**src/rtl/fetch_decode_queue.sv**
```systemverilog
// Instruction buffer between fetch and the format decoders: a small FIFO plus a
// registered presentation stage, with empty-queue bypass, stall hold and flush.
module fetch_decode_queue #(
    parameter int instructionWidth = 32,
    parameter int addressWidth     = 64,
    parameter int queueDepth       = 4,
    parameter int queueIndexWidth  = 2,
    parameter int opcodeWidth      = 6
) (
    input  logic                        clock_i,
    input  logic                        reset_i,
    input  logic                        fetchEnable_i,
    input  logic [0:instructionWidth-1] instruction_i,
    input  logic [0:addressWidth-1]     instructionAddress_i,
    input  logic                        stall_i,
    input  logic                        flush_i,
    output logic                        queueFull_o,
    output logic [0:queueIndexWidth]    count_o,
    output logic                        overflow_o,
    output logic                        enable_o,
    output logic [0:instructionWidth-1] instruction_o,
    output logic [0:addressWidth-1]     instructionAddress_o,
    output logic [0:opcodeWidth-1]      opcode_o
);

    localparam logic [queueIndexWidth:0]   depth_c    = (queueIndexWidth+1)'(queueDepth);
    localparam logic [queueIndexWidth:0]   cnt_zero_c = (queueIndexWidth+1)'(0);
    localparam logic [queueIndexWidth:0]   cnt_one_c  = (queueIndexWidth+1)'(1);
    localparam logic [queueIndexWidth-1:0] ptr_zero_c = queueIndexWidth'(0);
    localparam logic [queueIndexWidth-1:0] ptr_one_c  = queueIndexWidth'(1);
    localparam logic [queueIndexWidth-1:0] ptr_last_c = queueIndexWidth'(queueDepth - 1);

    logic [0:instructionWidth-1] instr_mem_q [queueDepth];
    logic [0:instructionWidth-1] instr_mem_d [queueDepth];
    logic [0:addressWidth-1]     addr_mem_q  [queueDepth];
    logic [0:addressWidth-1]     addr_mem_d  [queueDepth];

    logic [queueIndexWidth-1:0]  head_q, head_d;
    logic [queueIndexWidth-1:0]  tail_q, tail_d;
    logic [queueIndexWidth:0]    count_q, count_d;
    logic                        enable_q, enable_d;
    logic                        overflow_q, overflow_d;
    logic [0:instructionWidth-1] instr_out_q, instr_out_d;
    logic [0:addressWidth-1]     addr_out_q, addr_out_d;
    logic [0:opcodeWidth-1]      opcode_q, opcode_d;

    logic full_s, empty_s, pop_s, bypass_s, push_s, drop_s;

    // Pointers wrap explicitly so a non-power-of-two depth still works.
    function automatic logic [queueIndexWidth-1:0] next_ptr(input logic [queueIndexWidth-1:0] ptr);
        logic [queueIndexWidth-1:0] nxt;
        if (ptr == ptr_last_c) begin
            nxt = ptr_zero_c;
        end else begin
            nxt = ptr + ptr_one_c;
        end
        return nxt;
    endfunction

    // Next-state logic for FIFO, presentation registers and sticky overflow.
    always_comb begin
        instr_mem_d = instr_mem_q;
        addr_mem_d  = addr_mem_q;
        head_d      = head_q;
        tail_d      = tail_q;
        count_d     = count_q;
        enable_d    = enable_q;
        overflow_d  = overflow_q;
        instr_out_d = instr_out_q;
        addr_out_d  = addr_out_q;
        opcode_d    = opcode_q;

        full_s   = (count_q == depth_c);
        empty_s  = (count_q == cnt_zero_c);
        pop_s    = !stall_i && !empty_s;
        // Bypass only from an empty queue, so it can never overtake buffered work.
        bypass_s = !stall_i && empty_s && fetchEnable_i;
        push_s   = fetchEnable_i && !full_s && !bypass_s;
        drop_s   = fetchEnable_i && full_s;

        if (flush_i) begin
            head_d   = ptr_zero_c;
            tail_d   = ptr_zero_c;
            count_d  = cnt_zero_c;
            enable_d = 1'b0;
        end else begin
            if (push_s) begin
                instr_mem_d[tail_q] = instruction_i;
                addr_mem_d[tail_q]  = instructionAddress_i;
                tail_d              = next_ptr(tail_q);
            end else begin
                tail_d = tail_q;
            end

            if (pop_s) begin
                instr_out_d = instr_mem_q[head_q];
                addr_out_d  = addr_mem_q[head_q];
                opcode_d    = instr_mem_q[head_q][0:opcodeWidth-1];
                enable_d    = 1'b1;
                head_d      = next_ptr(head_q);
            end else if (bypass_s) begin
                instr_out_d = instruction_i;
                addr_out_d  = instructionAddress_i;
                opcode_d    = instruction_i[0:opcodeWidth-1];
                enable_d    = 1'b1;
            end else if (!stall_i) begin
                enable_d = 1'b0;
            end else begin
                enable_d = enable_q;
            end

            case ({push_s, pop_s})
                2'b10:   count_d = count_q + cnt_one_c;
                2'b01:   count_d = count_q - cnt_one_c;
                default: count_d = count_q;
            endcase

            if (drop_s) begin
                overflow_d = 1'b1;
            end else begin
                overflow_d = overflow_q;
            end
        end
    end

    // State registers with synchronous active-low reset.
    always_ff @(posedge clock_i) begin
        if (!reset_i) begin
            for (int i = 0; i < queueDepth; i++) begin
                instr_mem_q[i] <= '0;
                addr_mem_q[i]  <= '0;
            end
            head_q      <= ptr_zero_c;
            tail_q      <= ptr_zero_c;
            count_q     <= cnt_zero_c;
            enable_q    <= 1'b0;
            overflow_q  <= 1'b0;
            instr_out_q <= '0;
            addr_out_q  <= '0;
            opcode_q    <= '0;
        end else begin
            instr_mem_q <= instr_mem_d;
            addr_mem_q  <= addr_mem_d;
            head_q      <= head_d;
            tail_q      <= tail_d;
            count_q     <= count_d;
            enable_q    <= enable_d;
            overflow_q  <= overflow_d;
            instr_out_q <= instr_out_d;
            addr_out_q  <= addr_out_d;
            opcode_q    <= opcode_d;
        end
    end

    assign queueFull_o          = (count_q == depth_c);
    assign count_o              = count_q;
    assign overflow_o           = overflow_q;
    assign enable_o             = enable_q;
    assign instruction_o        = instr_out_q;
    assign instructionAddress_o = addr_out_q;
    assign opcode_o             = opcode_q;

endmodule

```
**config.mk**
```make
export PLATFORM = sky130hd
export DESIGN_NAME = fetch_decode_queue
export DESIGN_NICKNAME = d
export VERILOG_FILES = /design/src/rtl/fetch_decode_queue.sv
export SDC_FILE = /design/constraint.sdc
export NUM_CORES = 1
export LEC_CHECK = 0
export ABC_CLOCK_PERIOD_IN_PS = 2600
export CORE_MARGIN = 4
export CORE_UTILIZATION = 50
export CTS_BUF_LIST = sky130_fd_sc_hd__clkbuf_4
export CTS_CLUSTER_SIZE = 25
export DETAILED_ROUTE_END_ITERATION = 8
export GPL_TIMING_DRIVEN = 0
export PLACE_DENSITY = 0.7
export RECOVER_POWER = 50
export SYNTH_ARGS = -nofsm -noshare
export SYNTH_HDL_FRONTEND = slang
export SYNTH_SLANG_ARGS = --single-unit
```
**constraint.sdc**
```tcl
create_clock -name clock_i -period 2.6 [get_ports clock_i]
set_input_delay 0.52 -clock clock_i [delete_from_list [all_inputs] [get_ports clock_i]]
set_output_delay 0.52 -clock clock_i [all_outputs]
set_load 0.02 [all_outputs]
```
==> flow_summary.html <==
<table>
<tr><th>Metric</th><th>Value</th></tr>
<tr><th colspan="2">Clocking</th></tr>
<tr><td>H-tree levels</td><td>4</td></tr>
<tr><td>CTS clock-pin slew for the worst setup and hold paths</td><td>around 70 ps</td></tr>
<tr><td>Num CTS Buffers</td><td>130</td></tr>
<tr><td>Number of sinks on the clock net</td><td>approximately 490</td></tr>
<tr><td>Clock latency of the later-clocked register in the worst-skew pair</td><td>just over 800 ps</td></tr>
<tr><td>Root buf cell</td><td>clkbuf_4</td></tr>
<tr><td>Largest buffer count on any clock path</td><td>3</td></tr>
<tr><td>Clock tree from TritonCTS</td><td>built</td></tr>
<tr><th colspan="2">Route</th></tr>
<tr><td>Total vias in the final route</td><td>about 19,000</td></tr>
<tr><td>Per-cell routed wire length</td><td>a little under 20 microns</td></tr>
<tr><td>Detailed router's first-iteration violation count</td><td>1,368</td></tr>
<tr><td>Highest metal used</td><td>met4</td></tr>
<tr><td>Vias per std cell</td><td>approximately 5.6</td></tr>
<tr><td>Number of nets with antenna violations after routing</td><td>0</td></tr>
<tr><td>Met2 wire length</td><td>just over 30,000 microns</td></tr>
<tr><td>Drt pass-1 iters</td><td>6</td></tr>
<tr><td>Total length of routed met3 wires</td><td>around 5500 microns</td></tr>
<tr><td>Metal-1 WL</td><td>26,400 microns</td></tr>
<tr><td>Total detailed-routing wirelength</td><td>~65,000 microns</td></tr>
<tr><td>Count of unresolved DRC violations after routing</td><td>0</td></tr>
<tr><th colspan="2">GRT</th></tr>
<tr><td>Wire length of the first global-routing pass</td><td>between 100,000 and 150,000 microns</td></tr>
<tr><td>Total routing usage reported by global routing</td><td>approximately 28%</td></tr>
<tr><td>Total overflow reported by the global router</td><td>0</td></tr>
<tr><td>Vias in the first global route</td><td>about 19,000</td></tr>
<tr><td>Number of antenna violations at the first check in global routing</td><td>1</td></tr>
<tr><td>Largest net degree at the start of global routing</td><td>18</td></tr>
<tr><th colspan="2">Placement</th></tr>
<tr><td>Port Buf Inserts</td><td>between 200 and 250</td></tr>
<tr><td>Final HPWL DP</td><td>44,300 microns</td></tr>
<tr><td># placed instances</td><td>approximately 3,100</td></tr>
<tr><td>Routability congestion estimate from global placement</td><td>roughly 0.83</td></tr>
<tr><td>Post-placement worst setup slack</td><td>-1070 ps</td></tr>
<tr><th colspan="2">Cells and area</th></tr>
<tr><td>Final instance count without filler cells</td><td>~3,300</td></tr>
<tr><td>Layout cell share with drive strength beyond 1</td><td>between 10% and 20%</td></tr>
<tr><td>Final Net Count</td><td>~2,800</td></tr>
<tr><td># fillers</td><td>around 3,600</td></tr>
<tr><td>Most frequent standard cell in the layout excluding fill and tap cells</td><td>nand2_1</td></tr>
<tr><td>Most used cells in the layout excluding fill and tap cells</td><td>964 x nand2_1, 486 x dfxtp_1, 283 x a21boi_0</td></tr>
<tr><td>Signed area change from the synthesized netlist to the final layout</td><td>20.7%</td></tr>
<tr><th colspan="2">Synthesis</th></tr>
<tr><td>Area of the mapped netlist</td><td>approximately 21,000 sq um</td></tr>
<tr><td>Synthesis-stage register bit count</td><td>about 500</td></tr>
<tr><td>Synthesized netlist net count</td><td>approximately 2,500</td></tr>
<tr><td>Average size of a mapped cell</td><td>8.80 sq um</td></tr>
<tr><td>Number of library cell types mapped by synthesis</td><td>29</td></tr>
<tr><td>Sequential-to-total area share from yosys stat</td><td>approximately 47%</td></tr>
<tr><td>Number of warning messages in the yosys log</td><td>0</td></tr>
<tr><td>Number of cells produced by synthesis</td><td>between 2,000 and 2,500</td></tr>
<tr><th colspan="2">Pwr</th></tr>
<tr><td>Fraction of power consumed by the clock network</td><td>between 40% and 50%</td></tr>
<tr><td>Net switching power figure</td><td>between 4 and 5 mW</td></tr>
<tr><td>Internal Dissipation</td><td>~12 mW</td></tr>
<tr><td>Proportion of power drawn by combinational gates</td><td>around 9.1%</td></tr>
<tr><td>Final Total Pwr</td><td>around 16 mW</td></tr>
<tr><td>Switching part of the total power</td><td>25.0%</td></tr>
<tr><td>Sequential share of power</td><td>between 40% and 50%</td></tr>
<tr><td>Max VDD drop</td><td>between 0.5 and 0.6 mV</td></tr>
<tr><td>Power density of the placed cells</td><td>roughly 630 nW/um^2</td></tr>
<tr><td>Leakage</td><td>a little under 9 nW</td></tr>
<tr><th colspan="2">STA</th></tr>
<tr><td>Endpoints failing hold</td><td>0</td></tr>
<tr><td>Final Max Tran Viols</td><td>0</td></tr>
<tr><td>Worst-Margin Slew</td><td>~880 ps</td></tr>
<tr><td>Achievable Freq</td><td>406 MHz</td></tr>
<tr><td>Remaining max-slew budget at the tightest pin</td><td>roughly 41%</td></tr>
<tr><td>Final cycle utilization of the critical path</td><td>94.7%</td></tr>
<tr><td>Setup ws final</td><td>between 100 and 150 ps</td></tr>
<tr><td>Worst hold-check slack</td><td>392 ps</td></tr>
<tr><td>Finish-stage setup viols</td><td>0</td></tr>
<tr><td>Worst clock skew</td><td>about 34 ps</td></tr>
<tr><td>Unrepaired setup endpoints after global routing</td><td>false</td></tr>
<tr><td>Fin crit period</td><td>around 2500 ps</td></tr>
<tr><th colspan="2">Worst setup path</th></tr>
<tr><td>Crit path launch</td><td>count_o[0]</td></tr>
<tr><td>FF-to-FF End</td><td>count_o[0]</td></tr>
<tr><td>Critical path fanouts, max</td><td>17</td></tr>
<tr><td>Max stage delay cell, worst path</td><td>dfxtp_2</td></tr>
<tr><td>Data arrival time at the worst-slack endpoint</td><td>about 3200 ps</td></tr>
<tr><td>Startpoint Class</td><td>register</td></tr>
<tr><td>Crit path cell chain</td><td>nor3_1 &gt; or2_1 &gt; buf_4 &gt; inv_8 &gt; ha_1 &gt; inv_1 &gt; fa_1 &gt; xor2_1 &gt; or3_1 &gt; a21oi_1</td></tr>
<tr><td>Flop-to-flop setup slack</td><td>140 ps</td></tr>
<tr><td>Number of cells traversed by the worst register-to-register path</td><td>10</td></tr>
<tr><td>Type of the worst setup path</td><td>reg2reg</td></tr>
<tr><td>Count of cell instances traversed by the critical path</td><td>10</td></tr>
<tr><td>Data required, critical path</td><td>~3300 ps</td></tr>
<tr><td>Cell family with the largest share of critical-path delay</td><td>adder cells</td></tr>
<tr><td>Slowest cell delay on critical path</td><td>approximately 380 ps</td></tr>
<tr><td>Critical path endpoint</td><td>count_o[0]</td></tr>
<tr><td>CP Buf/Inv Count</td><td>3</td></tr>
<tr><td>Critical Path End Type</td><td>register</td></tr>
<tr><td>Launching point of the worst reg2reg path</td><td>count_o[0]</td></tr>
<tr><th colspan="2">Die</th></tr>
<tr><td>Area of the die</td><td>approximately 45,000 sq um</td></tr>
<tr><td>Effective utilization at floorplan</td><td>51.0%</td></tr>
<tr><td>Boundary Pins</td><td>approximately 210</td></tr>
<tr><td>Standard cell core area</td><td>around 41,000 sq um</td></tr>
<tr><td>Chip Width</td><td>between 200 and 250 microns</td></tr>
<tr><td>Y dimension of the die</td><td>213 microns</td></tr>
<tr><td>Site row count</td><td>between 70 and 80</td></tr>
<tr><th colspan="2">Status</th></tr>
<tr><td>Run status</td><td>finished, final reports clean</td></tr>
<tr><th colspan="2">Flow run</th></tr>
<tr><td>Max-cap violation count</td><td>0</td></tr>
<tr><th colspan="2">Hold path</th></tr>
<tr><td>Hold WC Path Type</td><td>in2reg</td></tr>
</table>
sequential cells by signal, indices dropped and copies added (netlist names):
| name | flops |
|---|---|
| head_q | 2 |
| count_o | 3 |
| overflow_o | 1 |
| enable_o | 1 |
| tail_q | 2 |
| instr_mem_q | 128 |
| instruction_o | 32 |
| addr_mem_q | 256 |
| instructionAddress_o | 64 |
cell families after synthesis:
group / share of synthesized area, %
AO/OA/AOI/OAI: 19.5
XOR/XNOR: 0.0833
adder cells (fa/ha/maj): 0.452
buffers and inverters: 5.36
flip-flops: 46.6
multiplexers: 10.3
AND/OR/NAND/NOR: 17.7
timing repair:
action	4_1_cts	5_1_grt
hold buffers	0	0
buffers inserted	0	0
setup endpoints to repair	60	1
pin swaps	0	0
gates cloned	0	0
resized for setup	7	4
worst min path at each step:
| stage | cells after the start | to | startpoint |
|---|---|---|---|
| floorplan | 2 | addr_mem_q[108] | addr_mem_q[108] |
| global placement | 2 | instr_mem_q[19] | instr_mem_q[19] |
| detailed placement | 2 | instr_mem_q[17] | instr_mem_q[17] |
| CTS | 3 | addr_mem_q[179] | instructionAddress_i[12] |
| global route | 3 | instr_mem_q[13] | instruction_i[18] |
| finish | 3 | instr_mem_q[36] | instruction_i[27] |
worst register-to-register path, delay by kind of cell, from the launching register on:
family | cells | cell delay (ps)
adder cells (fa/ha/maj) | 2 | 610
AND/OR/NAND/NOR | 3 | 570
buffers and inverters | 3 | 510
flip-flops | 1 | 380
XOR/XNOR | 1 | 160
AO/OA/AOI/OAI | 1 | 140
metal layers:
metal	global-route usage (%)	up-vias
met5	0	-
met4	9.97	0
met3	6.48	121
met2	46.5	793
met1	36.3	8967
li1	-	8792
power by group through the flow:
stage	clock network [mW]	logic [mW]	registers, mW
6_report	6.87	1.47	7.75
2_1_floorplan	0	0.623	8.01
3_5_place_dp	0	1.46	7.91
3_3_place_gp	0	1.44	7.91
4_1_cts	6.97	1.47	7.75
5_1_grt	7.41	1.58	7.76
metrics by stage:
stage	util [%]	setup TNS [ps]	area, sq um
2_1_floorplan	-	0	21000
3_3_place_gp	57.7	-126170	23800
3_5_place_dp	57.7	-136160	23800
4_1_cts	61.7	0	25400
5_1_grt	61.6	0	25400
6_report	61.6	0	25400
area by class of cell:
| type | count | area [sq um] | area share (%) |
|---|---|---|---|
| Timing Repair Buffer | 208 | 2080 | 8.20 |
| Inverter | 6 | 30.0 | 0.118 |
| Clock buffer | 187 | 1400 | 5.53 |
| Tap cell | 532 | 666 | 2.62 |
| Antenna cell | 2 | 5.00 | 0.0197 |
| Sequential cell | 489 | 9790 | 38.6 |
| Multi-Input combinational cell | 1682 | 10100 | 39.7 |
| Buffer | 210 | 1070 | 4.21 |
| Clock inverter | 29 | 244 | 0.962 |
cells in the mapped netlist:
cell type | n | area [sq um]
clkbuf_1 | 85 | 319
mux2i_1 | 1 | 10.0
a31oi_1 | 96 | 601
nand2_1 | 964 | 3620
or3_1 | 3 | 18.8
nor3_1 | 2 | 10.0
and3_1 | 1 | 6.26
buf_4 | 21 | 158
or2_1 | 2 | 12.5
a21oi_1 | 7 | 35.0
ha_1 | 6 | 75.1
nor4_1 | 1 | 6.26
a21boi_0 | 224 | 1680
inv_1 | 5 | 18.8
o21ai_0 | 98 | 490
a21boi_1 | 160 | 1200
nand2b_1 | 1 | 6.26
o211ai_2 | 4 | 50.1
buf_6 | 17 | 191
mux4_2 | 96 | 2160
dfxtp_1 | 489 | 9790
nor2b_1 | 3 | 18.8
inv_2 | 1 | 3.75
buf_2 | 85 | 425
o211a_1 | 4 | 40.0
buf_1 | 3 | 11.3
nor2_1 | 6 | 22.5
xor2_1 | 2 | 17.5
fa_1 | 1 | 20.0
(Power assumes the default switching activity.)
